==> config.mk <==
export PLATFORM = sky130hd
export DESIGN_NAME = data_memory_arbiter_flat
export DESIGN_NICKNAME = d
export VERILOG_FILES = /design/src/rtl/data_memory_arbiter_if.sv /design/src/rtl/data_memory_arbiter.sv /design/src/flat_wrapper.sv
export SDC_FILE = /design/constraint.sdc
export NUM_CORES = 1
export LEC_CHECK = 0
export ABC_CLOCK_PERIOD_IN_PS = 2800
export CORE_ASPECT_RATIO = 0.7
export CORE_MARGIN = 2
export CORE_UTILIZATION = 29
export DETAILED_ROUTE_END_ITERATION = 6
export PLACE_DENSITY = 0.78
export SLEW_MARGIN = 20
export SYNTH_ARGS = -nofsm -noshare
export SYNTH_HDL_FRONTEND = slang
export SYNTH_SLANG_ARGS = --single-unit
==> constraint.sdc <==
create_clock -name clk -period 2.8 [get_ports clk]
set_input_delay 0.84 -clock clk [delete_from_list [all_inputs] [get_ports clk]]
set_output_delay 0.84 -clock clk [all_outputs]
set_load 0.1 [all_outputs]
==> src/rtl/data_memory_arbiter_if.sv <==
// Bus bundle for the data memory arbiter: CPU port, debug port and memory side.
interface data_memory_arbiter_if #(
    parameter int ADDR_W = 7,
    parameter int DATA_W = 32
);
    logic              cpu_req;
    logic              cpu_we;
    logic [ADDR_W-1:0] cpu_addr;
    logic [DATA_W-1:0] cpu_wdata;
    logic [DATA_W-1:0] cpu_rdata;
    logic              cpu_stall;

    logic              dbg_req;
    logic              dbg_we;
    logic [ADDR_W-1:0] dbg_addr;
    logic [DATA_W-1:0] dbg_wdata;
    logic [DATA_W-1:0] dbg_rdata;
    logic              dbg_ack;

    logic              mem_we;
    logic [ADDR_W-1:0] mem_addr;
    logic [DATA_W-1:0] mem_wdata;
    logic [DATA_W-1:0] mem_rdata;

    // Requesters plus memory model: drive requests and memory read data.
    modport master (
        output cpu_req, cpu_we, cpu_addr, cpu_wdata,
        input  cpu_rdata, cpu_stall,
        output dbg_req, dbg_we, dbg_addr, dbg_wdata,
        input  dbg_rdata, dbg_ack,
        input  mem_we, mem_addr, mem_wdata,
        output mem_rdata
    );

    // Arbiter side.
    modport slave (
        input  cpu_req, cpu_we, cpu_addr, cpu_wdata,
        output cpu_rdata, cpu_stall,
        input  dbg_req, dbg_we, dbg_addr, dbg_wdata,
        output dbg_rdata, dbg_ack,
        output mem_we, mem_addr, mem_wdata,
        input  mem_rdata
    );
endinterface

==> src/rtl/data_memory_arbiter.sv <==
// Shares a single-port synchronous-read data memory between the pipeline
// (prioritised, zero added latency) and a debug unit (req/ack, forced through
// after MAX_WAIT lost cycles). Debug reads are captured one cycle after grant.
module data_memory_arbiter #(
    parameter int ADDR_W   = 7,
    parameter int DATA_W   = 32,
    parameter int MAX_WAIT = 8
) (
    input  logic                  clk,
    input  logic                  reset,
    data_memory_arbiter_if.slave  bus
);

    typedef enum logic [1:0] {
        ST_ARB     = 2'd0,
        ST_CAPTURE = 2'd1,
        ST_ACK     = 2'd2
    } state_t;

    localparam logic [7:0] MAX_WAIT_C = 8'(MAX_WAIT);

    state_t            state_q, state_d;
    logic [7:0]        wait_cnt_q, wait_cnt_d;
    logic [DATA_W-1:0] dbg_rdata_q, dbg_rdata_d;
    logic              dbg_we_q, dbg_we_d;
    logic              dbg_gnt_s;

    // Debug grant: only in ARB, when the CPU is idle or debug has waited long enough.
    always_comb begin
        dbg_gnt_s = 1'b0;
        if (reset && (state_q == ST_ARB) && bus.dbg_req &&
            (!bus.cpu_req || (wait_cnt_q == MAX_WAIT_C))) begin
            dbg_gnt_s = 1'b1;
        end else begin
            dbg_gnt_s = 1'b0;
        end
    end

    // Memory mux and requester-facing outputs; write enable is suppressed in reset.
    always_comb begin
        bus.cpu_rdata = bus.mem_rdata;
        bus.dbg_rdata = dbg_rdata_q;
        bus.dbg_ack   = (state_q == ST_ACK);
        bus.cpu_stall = bus.cpu_req & dbg_gnt_s;
        if (dbg_gnt_s) begin
            bus.mem_addr  = bus.dbg_addr;
            bus.mem_wdata = bus.dbg_wdata;
            bus.mem_we    = bus.dbg_we;
        end else begin
            bus.mem_addr  = bus.cpu_addr;
            bus.mem_wdata = bus.cpu_wdata;
            bus.mem_we    = bus.cpu_req & bus.cpu_we & reset;
        end
    end

    // Next state, debug read capture and starvation counter.
    always_comb begin
        state_d     = state_q;
        dbg_rdata_d = dbg_rdata_q;
        dbg_we_d    = dbg_we_q;
        wait_cnt_d  = wait_cnt_q;

        case (state_q)
            ST_ARB: begin
                if (dbg_gnt_s) begin
                    state_d  = ST_CAPTURE;
                    dbg_we_d = bus.dbg_we;
                end else begin
                    state_d  = ST_ARB;
                end
            end
            ST_CAPTURE: begin
                state_d = ST_ACK;
                if (!dbg_we_q) begin
                    dbg_rdata_d = bus.mem_rdata;
                end else begin
                    dbg_rdata_d = dbg_rdata_q;
                end
            end
            ST_ACK: begin
                state_d = ST_ARB;
            end
            default: begin
                state_d = ST_ARB;
            end
        endcase

        if (!bus.dbg_req || dbg_gnt_s) begin
            wait_cnt_d = 8'd0;
        end else if ((state_q == ST_ARB) && (wait_cnt_q < MAX_WAIT_C)) begin
            wait_cnt_d = wait_cnt_q + 8'd1;
        end else begin
            wait_cnt_d = wait_cnt_q;
        end
    end

    // State registers with synchronous active-low reset.
    always_ff @(posedge clk) begin
        if (!reset) begin
            state_q     <= ST_ARB;
            wait_cnt_q  <= 8'd0;
            dbg_rdata_q <= '0;
            dbg_we_q    <= 1'b0;
        end else begin
            state_q     <= state_d;
            wait_cnt_q  <= wait_cnt_d;
            dbg_rdata_q <= dbg_rdata_d;
            dbg_we_q    <= dbg_we_d;
        end
    end

endmodule

==> src/flat_wrapper.sv <==
// flat-port wrapper written by rule: the top's interface ports become plain ports
module data_memory_arbiter_flat 
#(
    parameter int ADDR_W   = 7,
    parameter int DATA_W   = 32,
    parameter int MAX_WAIT = 8
)
  (clk, reset, bus_cpu_req, bus_cpu_we, bus_cpu_addr, bus_cpu_wdata, bus_cpu_rdata, bus_cpu_stall, bus_dbg_req, bus_dbg_we, bus_dbg_addr, bus_dbg_wdata, bus_dbg_rdata, bus_dbg_ack, bus_mem_we, bus_mem_addr, bus_mem_wdata, bus_mem_rdata);
  data_memory_arbiter_if #(.ADDR_W(ADDR_W), .DATA_W(DATA_W)) bus_i ();
  input  logic clk;
  input  logic reset;
  input wire logic [$bits(bus_i.cpu_req)-1:0] bus_cpu_req;
  input wire logic [$bits(bus_i.cpu_we)-1:0] bus_cpu_we;
  input wire logic [$bits(bus_i.cpu_addr)-1:0] bus_cpu_addr;
  input wire logic [$bits(bus_i.cpu_wdata)-1:0] bus_cpu_wdata;
  output wire logic [$bits(bus_i.cpu_rdata)-1:0] bus_cpu_rdata;
  output wire logic [$bits(bus_i.cpu_stall)-1:0] bus_cpu_stall;
  input wire logic [$bits(bus_i.dbg_req)-1:0] bus_dbg_req;
  input wire logic [$bits(bus_i.dbg_we)-1:0] bus_dbg_we;
  input wire logic [$bits(bus_i.dbg_addr)-1:0] bus_dbg_addr;
  input wire logic [$bits(bus_i.dbg_wdata)-1:0] bus_dbg_wdata;
  output wire logic [$bits(bus_i.dbg_rdata)-1:0] bus_dbg_rdata;
  output wire logic [$bits(bus_i.dbg_ack)-1:0] bus_dbg_ack;
  output wire logic [$bits(bus_i.mem_we)-1:0] bus_mem_we;
  output wire logic [$bits(bus_i.mem_addr)-1:0] bus_mem_addr;
  output wire logic [$bits(bus_i.mem_wdata)-1:0] bus_mem_wdata;
  input wire logic [$bits(bus_i.mem_rdata)-1:0] bus_mem_rdata;
  assign bus_i.cpu_req = bus_cpu_req;
  assign bus_i.cpu_we = bus_cpu_we;
  assign bus_i.cpu_addr = bus_cpu_addr;
  assign bus_i.cpu_wdata = bus_cpu_wdata;
  assign bus_cpu_rdata = bus_i.cpu_rdata;
  assign bus_cpu_stall = bus_i.cpu_stall;
  assign bus_i.dbg_req = bus_dbg_req;
  assign bus_i.dbg_we = bus_dbg_we;
  assign bus_i.dbg_addr = bus_dbg_addr;
  assign bus_i.dbg_wdata = bus_dbg_wdata;
  assign bus_dbg_rdata = bus_i.dbg_rdata;
  assign bus_dbg_ack = bus_i.dbg_ack;
  assign bus_mem_we = bus_i.mem_we;
  assign bus_mem_addr = bus_i.mem_addr;
  assign bus_mem_wdata = bus_i.mem_wdata;
  assign bus_i.mem_rdata = bus_mem_rdata;
  data_memory_arbiter #(.ADDR_W(ADDR_W), .DATA_W(DATA_W), .MAX_WAIT(MAX_WAIT)) u_core (.clk(clk), .reset(reset), .bus(bus_i));
endmodule
==> results.txt <==
----------------------------------------------------
[Global routing]
  Total routing resource utilization after global routing ... 0.1832
  Maximum number of pins on one net before global-route repair ... 36
  First-pass GRT wire length ... 13,440 um
  Via count of the first global-routing pass ... 2,595
  Overflow left after global routing ... 0
  Initial antenna violation count ... 0

[Route]
  Vias after detailed routing ... 2,485
  Residual DRC ... 0
  Avg Vias per Cell ... 4.322
  Number of detailed-routing iterations run before antenna repair ... 4
  Wirelength, routed ... 9257 um
  Remaining antenna violation count after routing ... 0
  Violation count after the first detailed-routing iteration ... 45
  Post-DR wirelength/cell ... 16.10 um

[Place]
  Final weighted congestion of routability-driven global placement ... 0.7245
  Dpl hpwl ... 7467 um
  Post-placement worst setup slack ... -0.8390 ns
  Placed cell area ... 5310 um2
  Port buffer count ... 221

[Timing]
  Final worst clock skew ... 0.002787 ns
  Worst-Margin Slew ... 0.7066 ns
  Post-route worst setup slack ... -0.2781 ns
  F_max ... 324.9 MHz
  Setup repair after global routing missed its margin ... yes
  Final max-slew violation count ... 0
  Max transition margin ... 0.5289
  Final clock period utilization by the worst path ... 1.099
  Setup violations, final ... 40
  Final setup TNS ... -10.27 ns
  Final hold vios ... 0
  Final period demand of the worst path ... 3.078 ns

[Worst setup path]
  Crit path arrival time ... 2.24 ns
  Sort of element at the start of the critical path ... input port
  Top fanout value on the critical path ... 15
  Reg2reg start ... u_core.wait_cnt_q[0]$_SDFFE_PP0P_
  Most frequent cell on the critical path ... sky130_fd_sc_hd__buf_12
  End of the worst register-to-register path ... u_core.wait_cnt_q[6]$_SDFFE_PP0P_
  Data required, critical path ... 1.96 ns
  Crit-path max cell delay ... 0.33 ns
  Cell at the slowest stage of the critical path ... sky130_fd_sc_hd__or3_4
  Critical path class ... input port to output pin
  Chain of cells forming the critical path ... buf_8 > nand2_8 > or3_4 > a21o_4 > buf_12 > mux2_4 > buf_12
  Setup slack on the worst flop-to-flop path ... 0.87 ns
  Depth of the worst register-to-register path ... 8
  Critical path endpoint category ... output pin

[Clocking]
  Root Buffer ... sky130_fd_sc_hd__clkbuf_16
  Post-CTS clock slew at the launch and capture registers of the worst setup and hold paths ... 0.06 ns
  H-tree depth reported by CTS ... 2
  TritonCTS clock tree ... yes
  Num CTS Buffers ... 5
  Maximum root-to-sink buffer count ... 2
  Clock Sink Count ... 43
  Insertion delay to the later sink of the worst-skew pair ... 0.28 ns
  Hold-fix buffer count after cts ... 0

[Die]
  Die outline width ... 115.6 um
  Initial cell density of the core ... 0.2992
  Count of pins on the block boundary ... 222
  Core Footprint ... 8443 um2
  Die Height ... 82.09 um
  Total Die Area ... 9485 um2
  Number of core rows ... 28

[Logic synthesis]
  Share of the synthesized area in compound gates (AO/OA/AOI/OAI) ... 0.1070
  Fraction of post-synthesis cell area in the top cell type by area ... 0.3408
  Largest cells by area after synthesis ... sky130_fd_sc_hd__dfxtp_1 (34%), sky130_fd_sc_hd__mux2_4 (23%), sky130_fd_sc_hd__buf_4 (9.8%)
  Mapped cell area ... 2526 um2
  Sequential fraction of the synthesis area ... 0.3408
  Most area-hungry cell type in the Yosys netlist ... sky130_fd_sc_hd__dfxtp_1
  Share of the synthesized netlist area taken by xor and xnor gates ... 0.006934
  Syn_nets ... 380
  Asr flop ratio synth ... 0
  Unique cell type count in the Yosys netlist ... 29
  Synth Area in Adders ... 0.009906
  Synth warn ... 0
  Average footprint of a synthesized cell ... 9.642 um2
  Main combinational cell family by area after synthesis ... multiplexers
  Multiplexer share of the synthesized area ... 0.2382
  Post-synthesis share of cell area spent on and, or, nand and nor gates ... 0.1545
  Most used DFF post-synth ... sky130_fd_sc_hd__dfxtp_1
  Count of flip-flops with a built-in enable after synthesis ... 0
  Synth Instances ... 262
  Register bit total from synthesis ... 43

[Hold path]
  Path type of the worst min-delay path ... flop to flop
  Number of cells on the worst hold path ... 2
  End point of the most critical hold path ... u_core.bus.dbg_rdata[29]$_SDFFE_PN0P_
  Hold path startpoint ... u_core.bus.dbg_rdata[29]$_SDFFE_PN0P_

[Cells and area]
  Fraction of final layout cells sized beyond drive strength 1 ... 0.3846
  Fill cell total of the finished layout ... 620
  Nets ... 572
  Antenna fix cells ... 0
  Area occupied by multi-input gates ... 1361 um2
  Area growth, synth to finish ... 120.6%
  FF/Latch Area ... 860.8 um2
  Final std cell area, no fill ... 5572 um2
  Most common cell after layout, fill and taps aside ... sky130_fd_sc_hd__clkdlybuf4s50_1
  Top library cells by usage in the layout, fill and taps aside ... sky130_fd_sc_hd__clkdlybuf4s50_1 (112), sky130_fd_sc_hd__buf_12 (75), sky130_fd_sc_hd__nand2_1 (65), sky130_fd_sc_hd__dfxtp_1 (43), sky130_fd_sc_hd__buf_4 (40)

[Job]
  Max-cap check violation count ... 0

[Status]
  Violated checks ... setup timing
  Status ... finished, violations left

[Power]
  PwrDens ... 454.6 nW/um2
  IR drop worst, VDD ... 327.8 uV
  Static Leakage ... 0.002426 uW

----------------------------------------------------
## cell usage after synthesis, types with 2 or more instances
cell type / count
sky130_fd_sc_hd__nor3_1: 6
sky130_fd_sc_hd__inv_1: 4
sky130_fd_sc_hd__clkbuf_1: 10
sky130_fd_sc_hd__mux2_4: 38
sky130_fd_sc_hd__ha_1: 2
sky130_fd_sc_hd__a21boi_0: 32
sky130_fd_sc_hd__nor3b_1: 5
sky130_fd_sc_hd__buf_4: 33
sky130_fd_sc_hd__nand2_1: 65
sky130_fd_sc_hd__buf_6: 5
sky130_fd_sc_hd__mux2i_1: 2
sky130_fd_sc_hd__dfxtp_1: 43
## worst max-delay path: cells and delay by family
family	cells	cell delay (ns)
compound gates	1	0.26
mux	1	0.32
buf+inv	3	0.43
simple gates	2	0.37
## timing repair
item                                    4_1_cts  5_1_grt
gates cloned                                  2        0
buffers inserted                              3        0
endpoints found under the setup margin       41       40
gates resized for setup                      20        1
pin swaps                                     1        0
## per-layer routing
metal  track usage  wire (um)  part of all wire  up-vias
li1              -          -                 -     1234
met1        0.2297       3713              0.40     1155
met2        0.3082       4787              0.52       84
met3       0.05166        603             0.065       12
met4       0.05301        152             0.016        0
met5             0          0                 0        -
## worst max-delay path by stage
| stage | slack, ns | start | cells past startpoint | end |
|---|---|---|---|---|
| 2_1_floorplan | -0.37 | reset | 7 | bus_mem_we |
| 3_3_place_gp | -0.81 | reset | 7 | bus_mem_wdata[29] |
| 3_5_place_dp | -0.84 | reset | 7 | bus_mem_wdata[3] |
| 4_1_cts | -0.27 | bus_dbg_req | 7 | bus_mem_wdata[31] |
| 5_1_grt | -0.30 | bus_dbg_req | 7 | bus_mem_wdata[22] |
| 6_report | -0.28 | bus_dbg_req | 7 | bus_mem_wdata[22] |
## flip-flops by register name, indices dropped and copies added, names as in the netlist
name                  cells
u_core.state_q            2
u_core.dbg_we_q           1
u_core.bus.dbg_rdata     32
u_core.wait_cnt_q         8
## per-stage QoR
stage | utilization | total power, uW | cells | hold WS (ns)
CTS | 0.6589 | 2556 | 575 | 0.4668
global placement | 0.6289 | 1925 | 562 | 0.4500
global route | 0.6599 | 2628 | 575 | 0.4777
floorplan | - | 1448 | 262 | 0.4471
detailed placement | 0.6289 | 1940 | 562 | 0.4578
finish | 0.6599 | 2533 | 575 | 0.4628
## layout make-up
class / count / share of cell area
Clock buffer: 6 / 0.02493
Clock inverter: 2 / 0.002470
Inverter: 5 / 0.003369
Multi-Input combinational cell: 166 / 0.2443
Sequential cell: 43 / 0.1545
Tap cell: 120 / 0.02695
Timing Repair Buffer: 233 / 0.5435
## power by group
group / internal (uW) / switching (uW) / total, uW
sequential: 631 / 11.7 / 642
clock: 356 / 238 / 594
combinational: 513 / 783 / 1300
## logic make-up after synthesis
group / count (synthesis)
compound gates: 36
buf+inv: 53
simple gates: 85
xor+xnor: 2
fa+ha+maj: 2
mux: 41
flops: 43
(Power assumes the default switching activity.)
